==> config.mk <==
export PLATFORM = sky130hd
export DESIGN_NAME = atm_txn_ctrl
export DESIGN_NICKNAME = d
export VERILOG_FILES = /design/src/rtl/atm_pkg.sv /design/src/rtl/atm_hold_timer.sv /design/src/rtl/atm_txn_ctrl.sv
export SDC_FILE = /design/constraint.sdc
export NUM_CORES = 1
export LEC_CHECK = 0
export ABC_AREA = 1
export BUFFER_PORTS_ARGS = -buffer_cell sky130_fd_sc_hd__buf_2
export CELL_PAD_IN_SITES_DETAIL_PLACEMENT = 0
export CELL_PAD_IN_SITES_GLOBAL_PLACEMENT = 1
export CORE_MARGIN = 1.5
export CORE_UTILIZATION = 37
export CTS_BUF_LIST = sky130_fd_sc_hd__clkbuf_8
export DETAILED_ROUTE_END_ITERATION = 16
export PLACE_DENSITY_LB_ADDON = 0.1
export RECOVER_POWER = 100
export SYNTH_ARGS = -nofsm -noshare
export SYNTH_HDL_FRONTEND = slang
export SYNTH_HIERARCHICAL = 1
export SYNTH_SLANG_ARGS = --single-unit
==> constraint.sdc <==
create_clock -name clk -period 2.2 [get_ports clk]
set_input_delay 0.44 -clock clk [delete_from_list [all_inputs] [get_ports clk]]
set_output_delay 0.44 -clock clk [all_outputs]
set_load 0.05 [all_outputs]
==> src/rtl/atm_pkg.sv <==
// Shared encodings for the ATM transaction sequencer: request ops, response codes, FSM states.
package atm_pkg;

    typedef enum logic {
        OP_DEP = 1'b0,
        OP_WD  = 1'b1
    } op_e;

    typedef enum logic [1:0] {
        RSP_OK    = 2'b00,
        RSP_NSF   = 2'b01,
        RSP_OVF   = 2'b10,
        RSP_LIMIT = 2'b11
    } rsp_e;

    typedef enum logic [1:0] {
        ST_IDLE = 2'b00,
        ST_EXEC = 2'b01,
        ST_RESP = 2'b10,
        ST_HOLD = 2'b11
    } state_e;

endpackage

==> src/rtl/atm_hold_timer.sv <==
// Loadable down-counter timing the post-reject warning window.
module atm_hold_timer #(
    parameter int HOLD_CYCLES = 250,
    localparam int CNT_W = (HOLD_CYCLES > 0) ? $clog2(HOLD_CYCLES + 1) : 1
) (
    input  logic clk,
    input  logic rst,
    input  logic start,
    output logic done,
    output logic active
);

    logic [CNT_W-1:0] cnt_q, cnt_d;

    always_comb begin
        cnt_d = cnt_q;
        if (start) begin
            cnt_d = CNT_W'(HOLD_CYCLES);
        end else if (cnt_q != '0) begin
            cnt_d = cnt_q - CNT_W'(1);
        end
    end

    always_ff @(posedge clk) begin
        if (!rst) begin
            cnt_q <= '0;
        end else begin
            cnt_q <= cnt_d;
        end
    end

    // done marks the last cycle of the window so the FSM leaves HOLD on that edge
    assign done   = (cnt_q == CNT_W'(1));
    assign active = (cnt_q != '0);

endmodule

==> src/rtl/atm_txn_ctrl.sv <==
// ATM balance owner: accepts one deposit/withdraw at a time, validates, commits, responds.
// Optional per-session withdraw limit enabled by defining ATM_WD_LIMIT_EN.
module atm_txn_ctrl
    import atm_pkg::*;
#(
    parameter int BAL_W       = 16,
    parameter int AMT_W       = 4,
    parameter int HOLD_CYCLES = 250,
    parameter int WD_LIMIT    = 20
) (
    input  logic             clk,
    input  logic             rst,
    input  logic             req_valid,
    output logic             req_ready,
    input  logic             req_op,
    input  logic [AMT_W-1:0] req_amount,
    input  logic             session_clr,
    output logic             rsp_valid,
    output logic [1:0]       rsp_code,
    output logic [BAL_W-1:0] balance,
    output logic             warn,
    output logic             busy
);

    state_e           state_q, state_d;
    op_e              op_q, op_d;
    logic [AMT_W-1:0] amt_q, amt_d;
    logic [BAL_W-1:0] bal_q, bal_d;
    rsp_e             rsp_code_q, rsp_code_d;
    logic             rsp_valid_q, rsp_valid_d;
    logic             warn_q, warn_d;
    logic             ready_q, ready_d;
    logic             busy_q, busy_d;

    logic [BAL_W-1:0] amt_ext;
    logic [BAL_W:0]   dep_sum;
    rsp_e             code_eval;
    logic             hold_start, hold_done, hold_active;

    assign amt_ext = BAL_W'(amt_q);
    assign dep_sum = {1'b0, bal_q} + {1'b0, amt_ext};

`ifdef ATM_WD_LIMIT_EN
    logic [BAL_W-1:0] tally_q, tally_d;
    logic [BAL_W:0]   tally_sum;
    assign tally_sum = {1'b0, tally_q} + {1'b0, amt_ext};
`else
    logic             unused_sess_clr;
    logic [BAL_W-1:0] unused_wd_limit;
    assign unused_sess_clr = session_clr;
    assign unused_wd_limit = BAL_W'(WD_LIMIT);
`endif

    // Reject priority: overflow, then insufficient funds, then session limit
    always_comb begin
        code_eval = RSP_OK;
        if (op_q == OP_DEP) begin
            if (dep_sum[BAL_W]) code_eval = RSP_OVF;
        end else if (amt_ext > bal_q) begin
            code_eval = RSP_NSF;
        end
`ifdef ATM_WD_LIMIT_EN
        else if (tally_sum > (BAL_W+1)'(WD_LIMIT)) begin
            code_eval = RSP_LIMIT;
        end
`endif
    end

    always_comb begin
        state_d     = state_q;
        op_d        = op_q;
        amt_d       = amt_q;
        bal_d       = bal_q;
        rsp_code_d  = rsp_code_q;
        rsp_valid_d = 1'b0;
`ifdef ATM_WD_LIMIT_EN
        tally_d     = tally_q;
`endif
        unique case (state_q)
            ST_IDLE: begin
                if (req_valid) begin
                    op_d    = op_e'(req_op);
                    amt_d   = req_amount;
                    state_d = ST_EXEC;
                end
            end
            ST_EXEC: begin
                rsp_code_d  = code_eval;
                rsp_valid_d = 1'b1;
                if (code_eval == RSP_OK) begin
                    if (op_q == OP_DEP) begin
                        bal_d = dep_sum[BAL_W-1:0];
                    end else begin
                        bal_d = bal_q - amt_ext;
`ifdef ATM_WD_LIMIT_EN
                        tally_d = tally_sum[BAL_W-1:0];
`endif
                    end
                end
                state_d = ST_RESP;
            end
            ST_RESP: begin
                if (rsp_code_q == RSP_OK || HOLD_CYCLES == 0) begin
                    state_d = ST_IDLE;
                end else begin
                    state_d = ST_HOLD;
                end
            end
            ST_HOLD: begin
                if (hold_done || !hold_active) state_d = ST_IDLE;
            end
            default: state_d = ST_IDLE;
        endcase
`ifdef ATM_WD_LIMIT_EN
        // End of session beats a same-cycle withdraw commit
        if (session_clr) tally_d = '0;
`endif
        ready_d = (state_d == ST_IDLE);
        busy_d  = (state_d != ST_IDLE);
        warn_d  = (state_d == ST_HOLD);
    end

    assign hold_start = (state_q == ST_RESP) && (state_d == ST_HOLD);

    atm_hold_timer #(
        .HOLD_CYCLES(HOLD_CYCLES)
    ) u_hold_timer (
        .clk    (clk),
        .rst    (rst),
        .start  (hold_start),
        .done   (hold_done),
        .active (hold_active)
    );

    always_ff @(posedge clk) begin
        if (!rst) begin
            state_q     <= ST_IDLE;
            op_q        <= OP_DEP;
            amt_q       <= '0;
            bal_q       <= '0;
            rsp_code_q  <= RSP_OK;
            rsp_valid_q <= 1'b0;
            warn_q      <= 1'b0;
            ready_q     <= 1'b1;
            busy_q      <= 1'b0;
`ifdef ATM_WD_LIMIT_EN
            tally_q     <= '0;
`endif
        end else begin
            state_q     <= state_d;
            op_q        <= op_d;
            amt_q       <= amt_d;
            bal_q       <= bal_d;
            rsp_code_q  <= rsp_code_d;
            rsp_valid_q <= rsp_valid_d;
            warn_q      <= warn_d;
            ready_q     <= ready_d;
            busy_q      <= busy_d;
`ifdef ATM_WD_LIMIT_EN
            tally_q     <= tally_d;
`endif
        end
    end

    assign req_ready = ready_q;
    assign rsp_valid = rsp_valid_q;
    assign rsp_code  = rsp_code_q;
    assign balance   = bal_q;
    assign warn      = warn_q;
    assign busy      = busy_q;

endmodule
# Word-level counts from Yosys, hierarchy flattened
# Cells that the tools add are included.
dict set report op_classes {
  n_addsub 3
  n_lt_le_gt_ge 1
  eq_ne 5
  muxes 11
  bitwise 1
  n_reduce_logical 13
}
# operator n
set op_table {}
lappend op_table {{adder 16 x 4 -> 17 bit} 1}
lappend op_table {{greater-than comparator 4 x 16 -> 1 bit} 1}
lappend op_table {{2-to-1 mux 16 bit} 1}
lappend op_table {{2-to-1 mux 8 bit} 2}
lappend op_table {{subtractor 16 x 4 -> 16 bit} 1}
lappend op_table {{2-to-1 mux 2 bit} 5}
lappend op_table {{equality test 8 x 1 -> 1 bit, second input constant} 1}
lappend op_table {{zero test 2 bit} 4}
lappend op_table {{one-hot mux 2 bit (4 select lines)} 1}
lappend op_table {{nonzero test 8 bit} 1}
lappend op_table {{subtractor 8 x 1 -> 8 bit, second input constant} 1}
lappend op_table {{equality test 2 bit, second input constant} 3}
lappend op_table {{AND reduction 2 bit} 2}
lappend op_table {{nonzero test 2 bit} 2}
lappend op_table {{equality test 2 x 1 -> 1 bit, second input constant} 1}
lappend op_table {{2-to-1 mux 1 bit} 2}
lappend op_table {{OR reduction 2 bit} 1}
lappend op_table {{logical AND 1 bit} 1}
lappend op_table {{zero test 1 bit} 1}
lappend op_table {{logical OR 1 bit} 1}
lappend op_table {{inverter 1 bit} 1}
dict set report word_totals {
  ff_bits 37
  inputBits 9
  out_inout_bits 22
  word_cells 45
}

# Depth between registers and ports, before layout
dict set report logic_depth {
  ltp_word 8
  depth_mapped 15
  depth_no_buf 14
}

# Modules after synthesis
# The synthesis kept the hierarchy.
# module n_inst cells_each area_each_um2 seq_area_each_um2
set by_module_without_submodules {}
lappend by_module_without_submodules {atm_txn_ctrl 1 311 1958.1 580.6}
lappend by_module_without_submodules {atm_hold_timer 1 69 470.5 160.2}

# Least setup slack after synthesis
# No wires, ideal clock.
dict set report synth_path {
  path_type {register -> register}
  from {reg bal_q[0] (netlist: balance[0])}
  to {reg bal_q[9] (netlist: balance[9])}
  setup_ns 0.110
  arrival_ns 2.221
  required_time_ns 2.090
  path_slack_ns -0.131
  stages_incl_launch_ff 15
  n_path_buf 1
  synth_period_minus_slack_ns 2.331
  cell_sequence {dfxtp_1 -> inv_1 -> ha_1 -> fa_1 -> inv_1 -> nand3_1 -> nand2_1 -> nor2_1 -> nand2_1 -> nand2_1 -> nor2_4 -> buf_6 -> nand4_1 -> nand2_1 -> nor2_1}
}
dict set report synth_between {
  elab_chain_len 5
}
# element line_no
set synth_rtl {}
lappend synth_rtl {{start: declaration} atm_txn_ctrl.sv:28} ;# logic [BAL_W-1:0] bal_q, bal_d;
lappend synth_rtl {{start signal: assignment} atm_txn_ctrl.sv:153} ;# bal_q <= bal_d;
lappend synth_rtl {{adder 16 x 4 -> 17 bit or greater-than comparator 4 x 16 -> 1 bit (tied branches)} {atm_txn_ctrl.sv:41, atm_txn_ctrl.sv:59}}
lappend synth_rtl {{2-to-1 mux 2 bit or 2-to-1 mux 1 bit (tied branches)} {atm_txn_ctrl.sv:58, atm_txn_ctrl.sv:59}}
lappend synth_rtl {{2-to-1 mux 2 bit} atm_txn_ctrl.sv:57} ;# if (op_q == OP_DEP) begin
lappend synth_rtl {{zero test 2 bit} atm_txn_ctrl.sv:90} ;# if (code_eval == RSP_OK) begin
lappend synth_rtl {{AND reduction 2 bit (no source line)} -}
# Several ways; a longest one is shown, not always the timed one.
# A chain may end at the register's enable or synchronous reset.

# Worst setup path in the final report
dict set report layout_path {
  from {reg bal_q[0] (netlist: balance[0])}
  to {reg bal_q[4] (netlist: balance[4])}
}
# The elaborated chain is that of the path after synthesis.

==> results.sh <==
export IMPL_outcome="finished clean"
export IMPL_critPathRequiredTime_ns=2.43
export IMPL_worst_setup_path_end_kind="register"
export IMPL_grt_usage_pct=17.9
export IMPL_setup_viol=0
export IMPL_number_of_nets_in_the_layout=439
export IMPL_ctsLongestPathBuffers=2
export IMPL_dp_final_hpwl_um=4540
export IMPL_clock_fmax_mhz=478
export IMPL_register_bit_total_from_synthesis=37
export IMPL_synthesis_instances=380
export IMPL_worst_setup_path_start_kind="register"
export IMPL_rsz_0062_raised_after_global_routing="yes"
export IMPL_worst_clock_skew_ns=0.00536
export IMPL_gpl_final_weighted_congestion=0.805
export IMPL_clock_tree_htree_level_count=2
export IMPL_finalPower_mw=2.76
export IMPL_worst_path_max_fanout=4
export IMPL_ys_seq_area_share_pct=30.5
export IMPL_final_antenna_net_count=0
export IMPL_power_density_over_the_cells_mw_per_mm2=954
export IMPL_fp_dieW_um=84.0
export IMPL_core_area_sq_mm=0.00635
export IMPL_synthDistinctLibCells=30
export IMPL_max_slew_margin_pct=60.6
export IMPL_start_util_pct=38.2
export IMPL_drv_cap=0
export IMPL_worst_ir_drop_vdd_mv=0.644
export IMPL_slew_viol_final=0
export IMPL_power_leakage_nw=1.44
export IMPL_die_height_um=84.0
export IMPL_drive_above_1_share_pct=18.4
export IMPL_final_ws_setup_ns=0.108
export IMPL_rr_startpoint="balance[0]$_SDFFE_PN0P_"
export IMPL_design_die_area_sq_mm=0.00706
export IMPL_layout_area_overhead_vs_synth_pct=19.1
export IMPL_syn_num_nets=401
export IMPL_cts_hold_fix_bufs=0
export IMPL_count_of_endpoints_failing_hold_in_the_final_timing_report=0
export IMPL_insertedDiodeCount=0
export IMPL_grt_antenna_before_repair=0
export IMPL_num_vias=2402
export IMPL_num_io_pins=31
export IMPL_count_of_routing_violations_after_the_opening_detailed_route_iteration=81
export IMPL_floorplan_rows=29
export IMPL_gr_max_usage_layer="met2"
export IMPL_critical_path_arrival_ns=2.32
export IMPL_cts_buffers_inserted=5
export IMPL_use_met2_pct=28.8
export IMPL_drt_vias_per_instance=4.84
export IMPL_critPathLaunch="balance[0]$_SDFFE_PN0P_"
export IMPL_drt_pass1_iterations=4
export IMPL_wl_per_cell_um=12.6
export IMPL_hold_path_startpoint="req_amount[0]"
export IMPL_detail_route_wirelength_um=6240
export IMPL_global_route_usage_met3_pct=3.46
export IMPL_final_setup_tns_ns=0
export IMPL_finalWorstPathRequiredPeriod_ns=2.09
export IMPL_hold_path_class="primary input to register"
export IMPL_layout_core_utilization_pct=45.5
export IMPL_sink_count=37
export IMPL_avgSynthCellArea_sq_um=6.39
export IMPL_setup_worst_path_class="register to register"
export IMPL_vias_in_the_first_global_route=2190
export IMPL_pin_count_of_the_biggest_net_entering_global_routing=28
export IMPL_io_buffers=29
export IMPL_yosysWarnings=6
export IMPL_cts_root_buf="sky130_fd_sc_hd__clkbuf_8"
export IMPL_drc=0
export IMPL_grt_remaining_overflow=0
export IMPL_grt_pass1_wl_um=10200
export IMPL_placement_setup_worst_slack_ns=0.0188
export IMPL_cts_tree="yes"
export IMPL_tightestPinTransition_ns=0.593
export IMPL_post_route_period_util_pct=95.1
export IMPL_num_fill_cells=706
export IMPL_grt_met1_usage_pct=24.4
export IMPL_post_synth_instance_area_sq_mm=0.00243
export IMPL_worstSkewPairLatency_ns=0.29
export IMPL_clk_transition_reported_paths_ns=0.08
[synth_stat cells, drive strengths merged]
| cell | count | area, sq um |
|---|---|---|
| a21oi | 30 | 161 |
| buf | 9 | 58.8 |
| clkbuf | 3 | 12.5 |
| dfxtp | 37 | 741 |
| fa | 2 | 40.0 |
| ha | 10 | 125 |
| inv | 54 | 203 |
| nand2 | 92 | 358 |
| nand3 | 40 | 215 |
| nand3b | 3 | 22.5 |
| nand4 | 9 | 56.3 |
| nor2 | 56 | 240 |
| nor3 | 3 | 15.0 |
| o211ai | 1 | 7.51 |
| o21ai | 25 | 125 |
| or2 | 2 | 12.5 |
| xor2 | 4 | 35.0 |
[kinds of logic (layout without fill, tap and decap cells)]
group	Yosys count	in the layout	synth area share (%)
buffers and inverters	66	105	11.3
and+or+nand+nor	205	205	37.9
AOI/OAI and AO/OA	56	56	12.1
adders and majority gates	12	12	6.80
xor gates and xnor gates	4	4	1.44
DFF	37	37	30.5
[report_power, final]
group / total [mW] / switching (mW) / internal, mW
clock network: 0.640 / 0.271 / 0.369
logic: 1.21 / 0.785 / 0.428
registers: 0.906 / 0.120 / 0.786
total: 2.76 / 1.18 / 1.58
[layout by cell type (no fill, tap or decap)]
master | Yosys | final
sky130_fd_sc_hd__nor2_1 | 50 | 49
sky130_fd_sc_hd__clkinvlp_4 | 0 | 1
sky130_fd_sc_hd__ha_1 | 10 | 9
sky130_fd_sc_hd__nand2_4 | 1 | 1
sky130_fd_sc_hd__dfxtp_2 | 0 | 2
sky130_fd_sc_hd__or2_1 | 1 | 1
sky130_fd_sc_hd__o21ai_0 | 23 | 23
sky130_fd_sc_hd__inv_1 | 51 | 49
sky130_fd_sc_hd__dfxtp_1 | 37 | 35
sky130_fd_sc_hd__inv_2 | 3 | 5
sky130_fd_sc_hd__clkbuf_8 | 0 | 6
sky130_fd_sc_hd__nand4_1 | 9 | 9
sky130_fd_sc_hd__o21ai_1 | 2 | 2
sky130_fd_sc_hd__a21oi_1 | 27 | 27
sky130_fd_sc_hd__clkbuf_1 | 2 | 5
sky130_fd_sc_hd__fa_2 | 0 | 2
sky130_fd_sc_hd__o211ai_1 | 1 | 1
sky130_fd_sc_hd__bufinv_16 | 0 | 1
sky130_fd_sc_hd__buf_4 | 1 | 9
sky130_fd_sc_hd__or2_0 | 1 | 1
sky130_fd_sc_hd__nor2_2 | 3 | 3
sky130_fd_sc_hd__nand3_2 | 3 | 5
sky130_fd_sc_hd__nand2_1 | 89 | 86
sky130_fd_sc_hd__buf_6 | 2 | 1
sky130_fd_sc_hd__nor2_4 | 3 | 4
sky130_fd_sc_hd__buf_2 | 5 | 26
sky130_fd_sc_hd__xor2_1 | 4 | 4
sky130_fd_sc_hd__nand2_2 | 2 | 5
sky130_fd_sc_hd__nand3b_1 | 3 | 3
sky130_fd_sc_hd__nor3_1 | 3 | 3
sky130_fd_sc_hd__a21oi_2 | 3 | 3
sky130_fd_sc_hd__clkbuf_16 | 0 | 1
sky130_fd_sc_hd__nand3_1 | 37 | 35
sky130_fd_sc_hd__ha_4 | 0 | 1
sky130_fd_sc_hd__buf_12 | 0 | 1
[worst max-delay path: stages (launching register included)]
cell and delay, ns:
sky130_fd_sc_hd__dfxtp_2 0.35, sky130_fd_sc_hd__inv_2 0.04, sky130_fd_sc_hd__ha_4 0.16, sky130_fd_sc_hd__fa_2 0.39
sky130_fd_sc_hd__inv_2 0.07, sky130_fd_sc_hd__nand3_2 0.06, sky130_fd_sc_hd__nand2_2 0.12, sky130_fd_sc_hd__nor2_4 0.05
sky130_fd_sc_hd__nand2_2 0.08, sky130_fd_sc_hd__nand2_2 0.06, sky130_fd_sc_hd__nor2_4 0.24, sky130_fd_sc_hd__buf_2 0.22
sky130_fd_sc_hd__nand2_1 0.07, sky130_fd_sc_hd__a21oi_1 0.13
[per-layer routing]
layer | share of wire, % | vias to the layer above
li1 | - | 1286
met1 | 51 | 1074
met2 | 45 | 34
met3 | 3.3 | 8
met4 | 1.0 | 0
met5 | 0 | -
[area by class of cell]
class | count | area, sq um | area share (%)
clock inverters | 2 | 37.5 | 1.30
well taps | 77 | 96.3 | 3.33
inverters | 54 | 203 | 7.01
repair buffers | 43 | 273 | 9.43
flip-flops and latches | 37 | 743 | 25.7
clock buffers | 6 | 82.6 | 2.86
multi-input cells | 277 | 1460 | 50.4
[through the flow]
stage,area (sq um),hold slack [ns],std cells
CTS,2800,0.365,491
detailed placement,2680,0.481,483
floorplan,2430,0.451,380
global placement,2680,0.472,483
global route,2890,0.366,496
finish,2890,0.370,496
[registers in the layout (all words and copies together) (netlist names)]
name / count
req_ready: 1
warn: 1
rsp_valid: 1
amt_q: 4
busy: 1
rsp_code: 2
op_q: 1
state_q: 2
u_hold_timer/cnt_q: 8
balance: 16
[final timing paths]
check	depth (start not counted)	slack, ns	end
setup / recovery	13	0.11	balance[4]$_SDFFE_PN0P_
setup reg to reg	13	0.11	balance[4]$_SDFFE_PN0P_
hold / removal	3	0.37	amt_q[0]$_SDFFE_PN0P_
hold reg to reg	2	0.50	amt_q[3]$_SDFFE_PN0P_
[timing repair]
item,in CTS,in global routing
gates resized for setup,0,14
endpoints found under the setup margin,0,16
buffers inserted,0,3
(Power assumes the default switching activity.)
